--- config.mk ---
export PLATFORM = sky130hd
export DESIGN_NAME = scc_plus_gen
export DESIGN_NICKNAME = d
export VERILOG_FILES = /design/src/rtl/scc_plus_gen.sv
export SDC_FILE = /design/constraint.sdc
export NUM_CORES = 2
export LEC_CHECK = 0
export CAP_MARGIN = 20
export CELL_PAD_IN_SITES_DETAIL_PLACEMENT = 1
export CELL_PAD_IN_SITES_GLOBAL_PLACEMENT = 1
export CORE_MARGIN = 2
export CORE_UTILIZATION = 58
export DETAILED_ROUTE_END_ITERATION = 16
export PLACE_DENSITY_LB_ADDON = 0.1
export SLEW_MARGIN = 0
export SYNTH_ARGS = -nofsm -noshare
export SYNTH_HDL_FRONTEND = slang
export SYNTH_SLANG_ARGS = --single-unit
--- constraint.sdc ---
create_clock -name CLK -period 11.4 [get_ports CLK]
set_input_delay 2.85 -clock CLK [delete_from_list [all_inputs] [get_ports CLK]]
set_output_delay 2.85 -clock CLK [all_outputs]
set_load 0.02 [all_outputs]
--- src/rtl/scc_plus_gen.sv ---
// rtl/scc_plus_gen.sv - SCC/SCC+ wavetable sound generator with signed mixed PCM output
// Five 32-byte wave channels, 12-bit period counters, 16-tick mix frame.
module scc_plus_gen #(
    parameter int CH_NUM   = 5,
    parameter int OUT_W    = 11,
    parameter int FREQ_MIN = 9
) (
    input  logic             CLK,
    input  logic             RESET_n,
    input  logic             CLK_EN,
    input  logic             SCC_PLUS,
    input  logic             CS_n,
    input  logic             WR_n,
    input  logic             RD_n,
    input  logic [7:0]       ADDR,
    input  logic [7:0]       DIN,
    output logic [7:0]       DOUT,
    output logic             BUSDIR_n,
    output logic [OUT_W-1:0] OUT
);

    localparam logic [4:0] PRESENT = 5'((1 << CH_NUM) - 1);

    logic [7:0]        wave_ram [5][32];
    logic [11:0]       period   [5];
    logic [3:0]        vol      [5];
    logic [11:0]       cnt      [5];
    logic [4:0]        wptr     [5];
    logic signed [7:0] pcm      [5];
    logic [4:0]        en_mask;
    logic [1:0]        def_lock;
    logic              def_rst;
    logic [1:0]        def_nib;
    logic [3:0]        frame;
    logic              wr_seen;

    logic              wr_stb, rd_act, rd_map, rd_ok;
    logic              reg_hit, def_hit, reg_we, def_we;
    logic [4:0]        wr_mask, wave_we, lock;
    logic [2:0]        rd_ch;
    logic [7:0]        rd_byte;
    logic [4:0]        freq_we, vol_we;
    logic [11:0]       per_new  [5];
    logic [11:0]       cnt_nxt  [5];
    logic [7:0]        fetch    [5];
    logic signed [11:0] prod    [5];
    logic signed [7:0] pcm_next [5];
    logic [3:0]        prod_frac_unused [5];
    logic signed [OUT_W-1:0] mix;

    // Bus decode; lock bit 0 covers ch0-3, bit 1 covers ch4, absent channels always locked
    always_comb begin
        wr_stb = !CS_n && !WR_n && !wr_seen;
        rd_act = !CS_n && !RD_n;
        lock   = {def_lock[1], {4{def_lock[0]}}} | ~PRESENT;
        if (SCC_PLUS) begin
            wr_mask = (ADDR < 8'hA0) ? (5'd1 << ADDR[7:5]) : 5'd0;
            rd_map  = ADDR < 8'hA0;
            rd_ch   = rd_map ? ADDR[7:5] : 3'd0;
            reg_hit = ADDR[7:5] == 3'd5;
            def_hit = ADDR[7:5] == 3'd6;
        end else begin
            wr_mask = ADDR[7] ? 5'd0 :
                      (ADDR[6:5] == 2'd3) ? 5'b11000 : (5'd1 << ADDR[6:5]);
            rd_map  = !ADDR[7] || ADDR[7:5] == 3'd5;
            rd_ch   = ADDR[7] ? 3'd4 : {1'b0, ADDR[6:5]};
            reg_hit = ADDR[7:5] == 3'd4;
            def_hit = ADDR[7:5] == 3'd7;
        end
        wave_we = wr_stb ? (wr_mask & ~lock) : 5'd0;
        rd_ok   = rd_act && rd_map && !lock[rd_ch];
        rd_byte = wave_ram[rd_ch][ADDR[4:0]];
        reg_we  = wr_stb && reg_hit;
        def_we  = wr_stb && def_hit;
    end

    always_comb begin
        for (int c = 0; c < 5; c++) begin
            freq_we[c] = reg_we && PRESENT[c] && ADDR[3:1] == 3'(c) && ADDR[3:0] < 4'd10;
            vol_we[c]  = reg_we && PRESENT[c] && ADDR[3:0] == 4'(c + 10);
            per_new[c] = ADDR[0] ? {DIN[3:0], period[c][7:0]} : {period[c][11:8], DIN};
            cnt_nxt[c] = cnt[c] - 12'd1;
            if (def_nib[0])
                cnt_nxt[c][7:4] = cnt[c][7:4] - 4'd1;
            if (def_nib[1])
                cnt_nxt[c][11:8] = cnt[c][11:8] - 4'd1;
            // A CPU write landing on the byte being fetched takes priority
            fetch[c] = (wave_we[c] && ADDR[4:0] == wptr[c]) ? DIN : wave_ram[c][wptr[c]];
            prod[c]  = $signed(fetch[c]) * $signed({1'b0, vol[c]});
            {pcm_next[c], prod_frac_unused[c]} = en_mask[c] ? prod[c] : 12'sd0;
        end
        mix = '0;
        for (int c = 0; c < 5; c++)
            mix = mix + {{(OUT_W-8){pcm[c][7]}}, pcm[c]};
    end

    always_ff @(posedge CLK) begin
        for (int c = 0; c < 5; c++)
            if (wave_we[c])
                wave_ram[c][ADDR[4:0]] <= DIN;
    end

    always_ff @(posedge CLK or negedge RESET_n) begin
        if (!RESET_n) begin
            for (int c = 0; c < 5; c++) begin
                period[c] <= '0;
                vol[c]    <= '0;
                cnt[c]    <= '0;
                wptr[c]   <= '0;
                pcm[c]    <= '0;
            end
            en_mask  <= '0;
            def_lock <= '0;
            def_rst  <= 1'b0;
            def_nib  <= '0;
            frame    <= '0;
            wr_seen  <= 1'b0;
            OUT      <= '0;
            DOUT     <= '0;
            BUSDIR_n <= 1'b1;
        end else begin
            wr_seen  <= !CS_n && !WR_n;
            BUSDIR_n <= !rd_ok;
            DOUT     <= rd_ok ? rd_byte : 8'd0;
            if (reg_we && ADDR[3:0] == 4'hF)
                en_mask <= DIN[4:0] & PRESENT;
            if (def_we) begin
                def_lock <= DIN[7:6];
                def_rst  <= DIN[5];
                def_nib  <= DIN[1:0];
            end
            for (int c = 0; c < 5; c++) begin
                if (freq_we[c])
                    period[c] <= per_new[c];
                if (vol_we[c])
                    vol[c] <= DIN[3:0];
                if (freq_we[c] && def_rst) begin
                    cnt[c]  <= per_new[c];
                    wptr[c] <= '0;
                end else if (CLK_EN && period[c] >= 12'(FREQ_MIN)) begin
                    if (cnt[c] == 12'd0) begin
                        cnt[c]  <= period[c];
                        wptr[c] <= wptr[c] + 5'd1;
                    end else begin
                        cnt[c] <= cnt_nxt[c];
                    end
                end
            end
            if (CLK_EN) begin
                frame <= frame + 4'd1;
                if (frame == 4'd0) begin
                    for (int c = 0; c < 5; c++)
                        pcm[c] <= pcm_next[c];
                    OUT <= mix;
                end
            end
        end
    end

endmodule
; ---- Word-level counts from Yosys, hierarchy flattened
; Memory sizes are Yosys's and may differ from the RTL's.
; Index checks and enable logic that the tools add are counted.
[op_classes]
add_sub_neg = 25
muxes = 99
mul = 5
eq_ne = 20
order_cmp = 15
reduce_logical = 70
n_bitwise = 8
shifts = 2
[op_table]
columns = cell, count
row1 = 2-to-1 mux 256 bit, 5
row2 = 2-to-1 mux 12 bit, 25
row3 = binary-select mux 8 bit (select 5 bit), 6
row4 = 2-to-1 mux 8 bit, 19
row5 = 2-to-1 mux 5 bit, 20
row6 = ">= comparator 12 x 4 -> 1 bit, second input constant", 5
row7 = zero test 12 bit, 5
row8 = multiplier 8 x 5 -> 12 bit, 5
row9 = "subtractor 12 x 1 -> 12 bit, second input constant", 5
row10 = demux 8 bit (select 5 bit), 1
row11 = 2-to-1 mux 4 bit, 10
row12 = "subtractor 4 x 1 -> 4 bit, second input constant", 10
row13 = logical AND 1 bit, 39
row14 = ">= comparator 6 bit, second input constant", 6
row15 = NOT 5 -> 6 bit, 6
row16 = "adder 5 x 1 -> 5 bit, second input constant", 5
row17 = equality test 5 bit, 5
row18 = "equality test 4 bit, second input constant", 6
row19 = nonzero test 2 bit, 10
row20 = "equality test 3 bit, second input constant", 5
row21 = AND reduction 2 bit, 6
row22 = adder 10 x 8 -> 11 bit, 1
row23 = adder 11 bit, 1
row24 = adder 9 x 8 -> 10 bit, 1
row25 = 20 further kinds, 37
[totals]
ram_bits = 1280
ff_bits = 240
wordCells = 279
out_inout_bits = 20
mem_count = 1
input_bits = 23
[mem_list]
columns = name, depth, width, read_ports, rd_ports_with_merged_regs, wr, line
row1 = wave_ram, 5, 256, 6, 0, 5, 24  ; logic [7:0] wave_ram [5][32];

; ---- Logic depth before layout (Yosys ltp)
[depth]
word_depth = 10
ltp_mapped = 26

; ---- Worst setup path after synthesis
; No wires, ideal clock.
[synth_timing]
path_type = input to register
start = input port CS_n
end = register pcm[39] (netlist name)
setup_time_ns = 0.126
path_stages = 21
setup_slack_ns = 3.576
arrival_ns = 7.698
cell_sequence = or4_4 or4_4 buf_6 nor3_1 clkbuf_1 nor2_1 a21oi_1 nor2b_1 ha_1 fa_1 inv_1 fa_1 inv_1 ha_1 or3_1 a31oi_2 nor3_2 a2111oi_4 a21oi_2 xnor2_1 o21ai_1
[synth_between]
elab_chain_len = 8
[synth_rtl]
columns = item, line
row1 = from (decl), 12  ; input logic CS_n,
row2 = zero test 1 bit, 53  ; wr_stb = !CS_n && !WR_n && !wr_seen;
row3 = logical AND 1 bit (2 in series), 53
row4 = 2-to-1 mux 5 bit, 70  ; wave_we = wr_stb ? (wr_mask & ~lock) : 5'd0;
row5 = logical AND 1 bit, 88  ; fetch[c] = (wave_we[c] && ADDR[4:0] == wptr[c]) ? DIN : wave_ram[c][wptr[c]];
row6 = 2-to-1 mux 8 bit, 88
row7 = multiplier 8 x 5 -> 12 bit, 89  ; prod[c] = $signed(fetch[c]) * $signed({1'b0, vol[c]});
row8 = 2-to-1 mux 12 bit, 90  ; {pcm_next[c], prod_frac_unused[c]} = en_mask[c] ? prod[c] : 12'sd0;
row9 = "to (signal, indexed assignment)", 153  ; pcm[c] <= pcm_next[c];
row10 = to (decl), 29  ; logic signed [7:0] pcm [5];
; No other way between the ends.
; A chain may end at the register's enable or synchronous reset.

; ---- Final worst setup path
[layout_timing]
start = input port ADDR[7]
end = register pcm[22] (netlist name)
[layout_between]
elab_chain_len = 9
[layout_rtl]
columns = item, line
row1 = from (decl), 15  ; input logic [7:0] ADDR,
row2 = < comparator 8 bit or left shift 1 x 3 -> 5 bit (tied branches), 57  ; wr_mask = (ADDR < 8'hA0) ? (5'd1 << ADDR[7:5]) : 5'd0;
row3 = 2-to-1 mux 5 bit, 57
row4 = 2-to-1 mux 5 bit *, 56  ; if (SCC_PLUS) begin
row5 = AND 5 bit *, 70
row6 = 2-to-1 mux 5 bit *, 70
row7 = logical AND 1 bit *, 88
row8 = 2-to-1 mux 8 bit *, 88
row9 = multiplier 8 x 5 -> 12 bit *, 89
row10 = 2-to-1 mux 12 bit *, 90
; Every way passes the cells marked *; elsewhere a longest branch is shown, timed or not.

==> impl_summary.txt <==
----------------------------------------------------
[Run status]
  Outcome ... finished, final reports clean

[Floorplanning]
  Die Area ... ~140,000 um^2
  Number of rows created at floorplan ... approximately 140
  Top Ports ... 43
  CORE AREA ... about 140,000 um^2
  Initial standard-cell utilization of the core ... 0.583
  Die width ... 376 um
  Die span in y ... roughly 380 um

[Final layout]
  Layout cell share with drive strength beyond 1 ... 0.165
  Count of filler cells inserted in the layout ... ~13,000
  Area growth from synthesis to final layout ... 10.1%
  Most frequent cells in the layout ... sky130_fd_sc_hd__edfxtp_1 (1,280), sky130_fd_sc_hd__nand2_1 (850), sky130_fd_sc_hd__mux4_2 (448)
  Final cell utilization of the core ... 0.642
  Number of nets in the layout ... 6,326
  Most common cell after layout, fill and taps aside ... sky130_fd_sc_hd__edfxtp_1

[STA]
  Slew at the pin with the worst max-slew slack ... around 1.3 ns
  Slew margin rel. ... 0.119
  Clock Skews ... ~0.033 ns
  Count of endpoints failing setup in the final report ... 0
  Fin. max-slew vios ... 0
  Final setup slack of the worst path ... around 2.4 ns
  Unrepaired setup endpoints after global routing ... false
  Final cycle utilization of the critical path ... 0.788
  Final Hold Viols ... 0
  Minimum period implied by the final worst setup slack ... between 8 and 9 ns
  Setup_tns ... 0 ns
  FMAX ... around 0.11 GHz

[Critical path]
  WP data required ... between 10 and 15 ns
  Arrival time at the worst endpoint ... 9.69 ns
  Worst setup path start ... ADDR[7]
  Delay of the slowest cell on the worst path ... between 1 and 1.5 ns
  Category of the worst setup path capture point ... flop
  Number of logic stages on the critical path including buffering ... 20
  Sequence of cells on the critical path ... clkdlybuf4s50_1 -> nand2b_4 -> nor3_1 -> and3_1 -> nor2_1 -> a21oi_1 -> nor2_1 -> ha_1 -> inv_1 -> fa_1 -> fa_1 -> inv_1 -> ha_1 -> o21ai_0 -> nand2b_1 -> and3_1 -> a31oi_1 -> a21boi_1 -> xnor2_1 -> o31ai_1
  Kind of critical path ... input port to flop
  CP top delay family ... simple AND/OR/NAND/NOR gates
  Highest-delay cell along the critical path ... sky130_fd_sc_hd__nor3_1
  Crit path buf inv count ... 3
  Worst reg2reg startpoint ... wptr[20]
  Worst Reg-to-Reg Cells ... 20
  CP max FO ... 66
  Critical path startpoint category ... input port

[Place]
  Count of input and output buffers ... 42
  Pre-CTS setup slack ... around 1.9 ns
  Estimated wirelength of the detail-placed design ... 203 mm
  Weighted congestion at the end of routability-driven global placement ... 0.975

[Logic synthesis]
  Post-Syn Nets ... ~6,400
  Synth Register Bits ... roughly 1,500
  Fraction of registers with async set/reset ... 0.158
  Yosys warns ... 0
  Number of enable flip-flop cells after synthesis ... between 1,000 and 1,500
  Syn Area/Cell ... ~13 um^2
  Distinct cell type count of the synthesized netlist ... 84
  Synth Instances ... 6,119
  Part of the Yosys area used for sequential elements ... 0.555
  Prevailing post-synth register cell ... sky130_fd_sc_hd__edfxtp_1
  Post-Synthesis Cell Area ... 80,100 um^2

[CTS]
  TritonCTS sink count ... 1,520
  Post-CTS Hold Buffers ... 0
  Clock root buffer ... sky130_fd_sc_hd__clkbuf_16
  Num CTS Buffers ... approximately 160
  Buffers from clock root to sink, at most ... 3
  Insertion delay to the later sink of the worst-skew pair ... 0.84 ns
  Setup repair bufs after CTS ... 0
  TritonCTS clock tree ... done
  Clock Pin Slew Worst Setup and Hold Paths ... about 0.06 ns
  Maximum level of the CTS H-tree ... 4
  Post_cts resized ... 0

[Global routing]
  Global-route total usage across every layer ... 0.437
  Maximum number of pins on one net before global-route repair ... 171
  Number of global-route vias before repair ... between 50,000 and 60,000
  Aggregate global routing overflow ... 0
  Wire length of the first global-routing pass ... 437 mm
  Antenna violations before repair ... 33

[Route]
  Detailed-route via count ... just under 60,000
  Drt drc ... 0
  ANT nets after route ... 0
  Routed len/inst ... around 38 um
  Number of detailed-routing iterations run before antenna repair ... 8
  Total Routed Length ... 307 mm
  Initial DRC Count ... roughly 9,600
  Avg Vias per Cell ... around 7.4

[Hold path]
  Startpoint of the lowest-slack hold path ... OUT[0]
  Hold Path Stages ... 2
  Min-delay worst type ... flop to flop

[Power]
  Static leakage power ... ~31 nW
  Cell Pwr Density ... between 150 and 200 nW/um^2
  Peak ir drop on the vdd network ... around 0.19 mV

[Job]
  Total of max-cap violations ... 0

----------------------------------------------------
## per-layer routing
metal	routed length (um)	GRT usage	up-vias
li1	-	-	23300
met1	104000	0.545	30000
met2	135000	0.644	4873
met3	43400	0.157	1237
met4	24800	0.294	30
met5	248	0.00309	-
## worst min-delay path, stage by stage (launching register included)
cell,delay (ns)
sky130_fd_sc_hd__dfrtp_1,0.34
sky130_fd_sc_hd__nand2_1,0.05
sky130_fd_sc_hd__nand2_1,0.05
## cell type report
cell class	instances	area (um^2)	share of cell area
clock inverter	92	942	0.0107
tap	1794	2240	0.0255
timing repair buffer	235	2190	0.0248
multi-input combinational	3899	33000	0.374
sequential	1520	44500	0.504
clock buffer	203	4330	0.0491
antenna	12	30.0	0.000341
inverter	250	941	0.0107
## cell usage after synthesis, drive strengths merged (10+ instances only)
cell type	count	area share
clkbuf	289	0.014
fa	101	0.025
nor3	40	0.0026
a31oi	94	0.0074
xnor2	71	0.0079
nand2	850	0.040
mux2i	211	0.026
o21bai	10	0.00098
edfxtp	1280	0.48
nor2	358	0.017
a22oi	11	0.0010
nor2b	71	0.0055
o21ai	151	0.0095
mux4	448	0.13
xor2	45	0.0049
nor4	29	0.0025
or3	11	0.00092
a211oi	243	0.023
o221ai	31	0.0034
buf	161	0.0086
a221oi	11	0.0012
nand4	21	0.0016
a21oi	218	0.014
o31ai	19	0.0018
mux2	79	0.011
a311oi	186	0.021
a22o	13	0.0014
inv	250	0.012
o22ai	15	0.0012
dfrtp	239	0.075
and2	158	0.012
ha	133	0.021
and3	14	0.0011
nand3	143	0.0089
nand2b	38	0.0030
## registers in the layout, summed over array words and instances (netlist names), 2 cells and up
register / cells
en_mask: 5
DOUT: 8
def_nib: 2
wave_ram: 1280
OUT: 11
vol: 20
cnt: 60
def_lock: 2
pcm: 40
period: 60
frame: 4
wptr: 25
## per-stage QoR
stage          power [mW]  instances  hold slack (ns)  instance area, um^2
2_1_floorplan        8.04       6119            0.446                80100
3_3_place_gp         8.94       7639            0.460                82300
3_5_place_dp         9.03       7663            0.467                82500
4_1_cts              14.4       7958            0.481                87800
5_1_grt              14.8       7994            0.495                88100
6_report             14.5       8005            0.474                88200
## power breakdown
| group | internal [mW] | switching, mW |
|---|---|---|
| Combinational | 0.992 | 1.59 |
| Sequential | 6.17 | 0.285 |
| Clock | 3.08 | 2.34 |
## kinds of logic (layout without fill, tap and decap cells)
logic type | after synthesis | in the layout | synth area share
other cells | 0 | 12 | 0
flops | 1520 | 1520 | 0.555
compound gates | 1055 | 1055 | 0.0912
fa+ha+maj | 234 | 234 | 0.0460
mux | 738 | 738 | 0.163
simple gates | 1756 | 1756 | 0.0976
buf+inv | 700 | 780 | 0.0339
xor+xnor | 116 | 116 | 0.0128
## worst paths after layout
kind / end / slack (ns)
setup / recovery: pcm[22] / 2.42
hold / removal: OUT[0] / 0.47
setup reg to reg: pcm[39] / 3.65
hold reg to reg: OUT[0] / 0.47
max in group asynchronous: wptr[15] / 7.79
min in group asynchronous: OUT[0] / 1.99
Power figures use the tool's default switching activity.
